**src/rtl/sine_seq_ctrl.sv**
```systemverilog
// Start/stop sequencer that walks the sine width ROM at a programmable phase step
// and delivers each ROM word to the PWM width register with a one-cycle valid pulse.
module sine_seq_ctrl #(
  parameter int unsigned DIV_MAX = 1000,
  parameter int unsigned ADDR_W  = 6,
  parameter int unsigned DATA_W  = 32,
  parameter int unsigned ROM_LAT = 1
) (
  input  logic              clk,
  input  logic              rst_n,
  input  logic              start,
  input  logic              stop,
  input  logic [ADDR_W-1:0] step,
  input  logic [7:0]        n_periods,
  output logic              rom_en,
  output logic [ADDR_W-1:0] rom_addr,
  input  logic [DATA_W-1:0] rom_data,
  output logic [DATA_W-1:0] width_out,
  output logic              width_valid,
  output logic              busy,
  output logic              done
);

  localparam int unsigned DIV_W = (DIV_MAX > 1) ? $clog2(DIV_MAX) : 1;

  typedef enum logic [1:0] {IDLE, RUN, DRAIN} state_t;

  state_t             state;
  logic [ADDR_W-1:0]  phase;
  logic [ADDR_W-1:0]  step_q;
  logic [7:0]         n_q;
  logic [7:0]         pcnt;
  logic [DIV_W-1:0]   div;
  logic [ROM_LAT-1:0] vpipe;

  logic [ADDR_W:0]    sum;
  logic               carry;
  logic [7:0]         pcnt_inc;
  logic               last;

  // A stop arriving in a read slot must cancel that very read, so the enable is
  // decoded from registered state and gated by the live stop input.
  assign rom_en   = (state == RUN) && (div == '0) && !stop;
  assign rom_addr = phase;

  // Phase accumulator carry marks one completed sine period.
  assign sum      = {1'b0, phase} + {1'b0, step_q};
  assign carry    = sum[ADDR_W];
  assign pcnt_inc = (carry && (pcnt != 8'hFF)) ? pcnt + 8'd1 : pcnt;
  assign last     = carry && (n_q != 8'd0) && (pcnt_inc == n_q);

  always_ff @(posedge clk) begin
    if (!rst_n) begin
      state       <= IDLE;
      phase       <= '0;
      step_q      <= '0;
      n_q         <= '0;
      pcnt        <= '0;
      div         <= '0;
      vpipe       <= '0;
      width_out   <= '0;
      width_valid <= 1'b0;
      busy        <= 1'b0;
      done        <= 1'b0;
    end else begin
      width_valid <= 1'b0;
      done        <= 1'b0;

      // Latency pipe follows each issued read until its data is captured.
      vpipe <= ROM_LAT'({vpipe, rom_en});
      if (vpipe[ROM_LAT-1]) begin
        width_out   <= rom_data;
        width_valid <= 1'b1;
      end

      case (state)
        IDLE: begin
          if (start && !stop) begin
            step_q <= (step == '0) ? ADDR_W'(1) : step;
            n_q    <= n_periods;
            phase  <= '0;
            div    <= '0;
            pcnt   <= '0;
            busy   <= 1'b1;
            state  <= RUN;
          end
        end
        RUN: begin
          if (stop) begin
            state <= DRAIN;
          end else begin
            div <= (div == DIV_W'(DIV_MAX - 1)) ? '0 : div + DIV_W'(1);
            if (div == '0) begin
              phase <= sum[ADDR_W-1:0];
              pcnt  <= pcnt_inc;
              if (last) state <= DRAIN;
            end
          end
        end
        DRAIN: begin
          // Empty pipe means the final width_valid is firing now or already has.
          if (vpipe == '0) begin
            state     <= IDLE;
            busy      <= 1'b0;
            done      <= 1'b1;
            width_out <= '0;
          end
        end
        default: state <= IDLE;
      endcase
    end
  end

endmodule

```
**config.mk**
```make
export PLATFORM = sky130hd
export DESIGN_NAME = sine_seq_ctrl
export DESIGN_NICKNAME = d
export VERILOG_FILES = /design/src/rtl/sine_seq_ctrl.sv
export SDC_FILE = /design/constraint.sdc
export NUM_CORES = 1
export LEC_CHECK = 0
export CELL_PAD_IN_SITES_DETAIL_PLACEMENT = 0
export CELL_PAD_IN_SITES_GLOBAL_PLACEMENT = 1
export CORE_UTILIZATION = 36
export CTS_CLUSTER_DIAMETER = 30
export CTS_CLUSTER_SIZE = 8
export DETAILED_ROUTE_END_ITERATION = 12
export HOLD_SLACK_MARGIN = 0.15
export PLACE_DENSITY = 0.9
export SLEW_MARGIN = 40
export SYNTH_ARGS = -nofsm -noshare
export SYNTH_HDL_FRONTEND = slang
export SYNTH_SLANG_ARGS = --single-unit
export TNS_END_PERCENT = 50
```
**constraint.sdc**
```tcl
create_clock -name clk -period 2.77 [get_ports clk]
set_input_delay 0.4155 -clock clk [delete_from_list [all_inputs] [get_ports clk]]
set_output_delay 0.4155 -clock clk [all_outputs]
set_load 0.05 [all_outputs]
```
Yosys cells after proc, flatten, opt, wreduce, memory -nomap -nowiden:

Cells that the tools add are included.

* register bits: 76
* input port bits: 50
* output and inout port bits: 42
* word-level logic and storage cells: 72

* $add $sub $neg: 3
* eq/ne operators: 11
* multiplexer cells: 28
* reduce and logical (&&, ||, !) cells: 19

Operators with widths (number)
* two-way mux 32 bit: 3
* two-way mux 8 bit: 4
* two-way mux 10 bit: 3
* two-way mux 6 bit: 4
* case mux 10 bit (2 select lines): 1
* case mux 8 bit (2 select lines): 1
* case mux 6 bit (2 select lines): 1
* adder 10 x 1 -> 10 bit, second input constant: 1
* == test 10 bit, second input constant: 1
* logical NOT 10 bit: 1
* two-way mux 2 bit: 5
* adder 8 x 1 -> 8 bit, second input constant: 1
* == test 8 bit: 1
* != test 8 bit, second input constant: 1
* AND reduction 4 bit: 2
* nonzero test 8 bit: 1
* adder 6 x 6 -> 7 bit: 1
* logical AND 1 bit: 6
* logical NOT 6 bit: 1
* != test 2 bit, second input constant: 3
* case mux 2 bit (3 select lines): 1
* AND reduction 3 bit: 2
* two-way mux 1 bit: 4
* AND reduction 2 bit: 2
* other kinds (9): 10

Logic depth before layout (Yosys ltp):

* word-level depth: 9
* depth in mapped cells: 9
* gate-level depth less buffers: 9

Worst setup path before layout:

Ideal clock, no wire load.

* path kind: flip-flop to flip-flop
* from: register phase[0] (netlist: rom_addr[0])
* to: register state[1]
* library setup time: 88 ps
* arrival: 2636 ps
* data required time: 2682 ps
* path slack: 46 ps
* cell stages (with the launch flop): 10
* path buffers: 0
* cell sequence: dfxtp_1 ha_1 fa_1 a211oi_2 o21ai_2 a2111o_1 o31a_1 a2111oi_4 a41oi_1 o32ai_2

* word-level cells in the longest chain between the ends: 7
* elaborated cells between the ends (all ways): 8
* classes of those cells: add/sub (1); eq/ne (2); mux (1); reduce/logical (4)

RTL lines
* start: declaration: RTL line 29 `logic [ADDR_W-1:0] phase;`
* start signal: assignment: RTL line 94 `phase <= sum[ADDR_W-1:0];`
* adder 6 x 6 -> 7 bit *: RTL line 47 `assign sum = {1'b0, phase} + {1'b0, step_q};`
* logical AND 1 bit: RTL line 49 `assign pcnt_inc = (carry && (pcnt != 8'hFF)) ? pcnt + 8'd1 : pcnt;`
* two-way mux 8 bit: RTL line 49
* == test 8 bit: RTL line 50 `assign last = carry && (n_q != 8'd0) && (pcnt_inc == n_q);`
* logical AND 1 bit *: RTL line 50
* != test 3 bit (no source line) *
* AND reduction 4 bit (no source line) *
* end signal: assignment: RTL line 54 `state <= IDLE;`
* end signal: assignment: RTL line 85 `state <= RUN;`
* end signal: assignment: RTL line 90 `state <= DRAIN;`
* end: declaration: RTL line 28 `state_t state;`

Mark *: on every way between the ends. The rest lies on a longest branch, timed or not.
A chain may end at the register's enable or synchronous reset.

Worst setup path in the final report:

Ends and elaborated chain as after synthesis.

==> flow_summary.yaml <==
global_route:
  grt_pass1_vias: 3054
  grt_pass1_wl_um: 14700
  grt_usage_pct: 18.6
  grt_overflow: 0
  antenna_found_initial: 0
  grt_max_degree: 35
critical_path:
  r2r-start: "rom_addr[0]$_SDFFE_PN0P_"
  reg2reg_to: "state[1]$_SDFFE_PN0P_"
  cp.arrival_ns: 2.91
  reg2reg_depth: 9
  required_ns: 3.03
  crit_type: "flip-flop to flip-flop"
  reg2reg_slack_ns: 0.12
  cp_max_fo: 6
  cp-start-kind: "flip-flop"
  crit_path_end_kind: "flip-flop"
clocking:
  clk_pin_slew_worst_paths_ns: 0.08
  hold_buffers: 0
  clock_path_buffers: 2
  clk_latency_ns: 0.34
  cts_root_buffer: "clkbuf_8"
  htree_levels: 3
  cts_tree: "built"
  cts_sinks: 76
  cts_made_buffers: 9
  post_cts_buffers: 0
  cts_resized: 0
sta:
  rsz0062_at_grt: "false"
  fin_tns_setup_ns: 0
  worstMarginPinSlew_ns: 0.545
  drv_slew: 0
  max_freq_mhz: 377
  final-hold-violation-count: 0
  min_period_ns: 2.65
  relSlewSlack_pct: 63.5
  setup_viol: 0
  clock_skew_ns: 0.0106
  post-route-period-util_pct: 95.7
synthesis:
  ys_async_sr_fraction_pct: 0
  ys_top_cells_by_count: "dfxtp_1, nand2_1, a21oi_1"
  syn_nets: 442
  yosys_warnings: 0
  synth_top_area_share_pct: 44.4
  synth_top_flop_cell: "dfxtp_1"
  synth_edf_count: 0
  yosysMostFrequentCell: "dfxtp_1"
  syn_inst: 382
  yosysTopAreaCell: "dfxtp_1"
  synth.avg_cell_area_um2: 8.97
  ys_ff_latch: 76
  synth_cell_types: 53
  ys_seq_area_share_pct: 44.4
  syn_area_mm2: 0.00343
  synth_area_leaders: "dfxtp_1, a22o_1, a21oi_1, nand2_1, ha_1"
route:
  top_layer: "met4"
  routed_via_density: 5.26
  met3WireLength_um: 386
  wire_per_inst_um: 14.9
  drtIter0Drc: 158
  drtAntennaViolNets: 0
  met2WireLength_um: 4570
  drc: 0
  num_vias: 3209
  first_pass_iters: 5
  totalWireLength_um: 9060
  wl_met1_um: 3960
placed_design:
  port_buffers: 91
  place_inst: 594
  gp_congestion: 0.973
  dpl_cell_area_mm2: 0.00452
  hpwl_um: 6640
cells_and_area:
  fin_cells: 610
  n_antenna_cell: 0
  final_nets: 536
  layout-drive-gt1-share_pct: 8.32
  seq_area_mm2: 0.00152
  final_area_mm2: 0.00470
  multi_input_area_mm2: 0.00180
  finalCoreUtilization_pct: 50.9
  syn2layout_area_growth_pct: 37.3
  nFillCells: 852
power:
  power_density_mw_per_mm2: 463
  leakage_nw: 1.76
  irDropWorstVdd_mv: 0.248
  p_total_w: 0.00218
floorplan:
  die_area_mm2: 0.00991
  core_area_mm2: 0.00924
  num_rows: 35
  start_util_pct: 37.1
  die_w_um: 99.6
  chipHeight_um: 99.6
  ios: 92
status:
  status: "finished, final reports clean"
hold_path:
  min_to: "step_q[4]$_SDFFE_PN0P_"
  hp-class: "flip-flop to flip-flop"
  min_from: "step_q[4]$_SDFFE_PN0P_"
  hold_path_depth: 2
run:
  maxCapViolCount: 0
==> flip-flops by register name, summed over array words and instances (netlist names) <==
register / flops
width_out: 32
div: 10
n_q: 8
pcnt: 8
rom_addr: 6
step_q: 6
state: 2
busy: 1
done: 1
vpipe: 1
width_valid: 1
==> stage by stage <==
stage | hold WS [ns] | setup slack (ns)
finish | 0.469 | 0.118
global route | 0.492 | 0.00422
CTS | 0.472 | 0.123
detailed placement | 0.454 | 0.150
global placement | 0.456 | 0.171
floorplan | 0.440 | 0.0460
==> placed cells by master (no fill, tap or decap), types with 2 or more instances in the layout <==
cell	instances
xor2_1	9
nor4_1	2
nand2_1	50
nor3_1	8
clkinv_4	3
and2_1	2
nor2_1	25
nor4b_1	2
nand3_1	18
or3_1	4
nand4_1	5
nand2b_1	4
clkbuf_8	10
dfxtp_1	76
a41oi_1	2
a311oi_1	3
a21oi_1	43
and3_1	4
buf_4	9
a22o_1	32
and3_2	2
o21ai_0	13
clkdlybuf4s50_1	90
xnor2_1	9
o211ai_1	3
inv_1	11
ha_1	9
a22oi_1	3
==> final cells by class <==
type	count	share of cell area, %
Inverter	12	0.957
Clock inverter	6	1.01
Multi-Input combinational cell	277	38.3
Tap cell	129	3.43
Sequential cell	76	32.3
Timing Repair Buffer	100	21.0
Clock buffer	10	2.93
==> worst max path at each step <==
stage               cells after the start                     to                      from  slack, ns
floorplan                               9  state[1]$_SDFFE_PN0P_  rom_addr[0]$_SDFFE_PN0P_       0.05
global placement                        9  state[0]$_SDFFE_PN0P_  rom_addr[0]$_SDFFE_PN0P_       0.17
detailed placement                      9  state[1]$_SDFFE_PN0P_  rom_addr[0]$_SDFFE_PN0P_       0.15
CTS                                     9  state[1]$_SDFFE_PN0P_  rom_addr[0]$_SDFFE_PN0P_       0.12
global route                           10  state[1]$_SDFFE_PN0P_  rom_addr[0]$_SDFFE_PN0P_      0.004
finish                                  9  state[1]$_SDFFE_PN0P_  rom_addr[0]$_SDFFE_PN0P_       0.12
==> metal layers <==
layer / up-vias / GRT usage [%]
met5: - / 0
met3: 17 / 3.58
li1: 1569 / -
met1: 1543 / 23.5
met2: 80 / 31.5
met4: 0 / 6.56
==> where the power goes <==
group	internal, W	total (W)	switching, W
clock	0.000356	0.000790	0.000434
combinational	0.000122	0.000258	0.000136
sequential	0.00111	0.00113	0.0000173
==> logic make-up after synthesis <==
family          Yosys count  share of synthesized area [%]
simple gates            132                           18.6
xor+xnor                 18                           4.60
compound gates          116                           24.9
flops                    76                           44.4
buf+inv                  29                           3.32
fa+ha+maj                11                           4.16
==> worst max-delay path, cell delays in order (launching register included) <==
cell,delay [ns]
dfxtp_1,0.33
ha_1,0.23
fa_1,0.45
a211oi_2,0.27
o21ai_2,0.16
a2111o_1,0.39
o31a_1,0.13
a2111oi_4,0.23
a41oi_1,0.17
o32ai_2,0.21
Note: power is estimated with default switching activity, not from simulation.
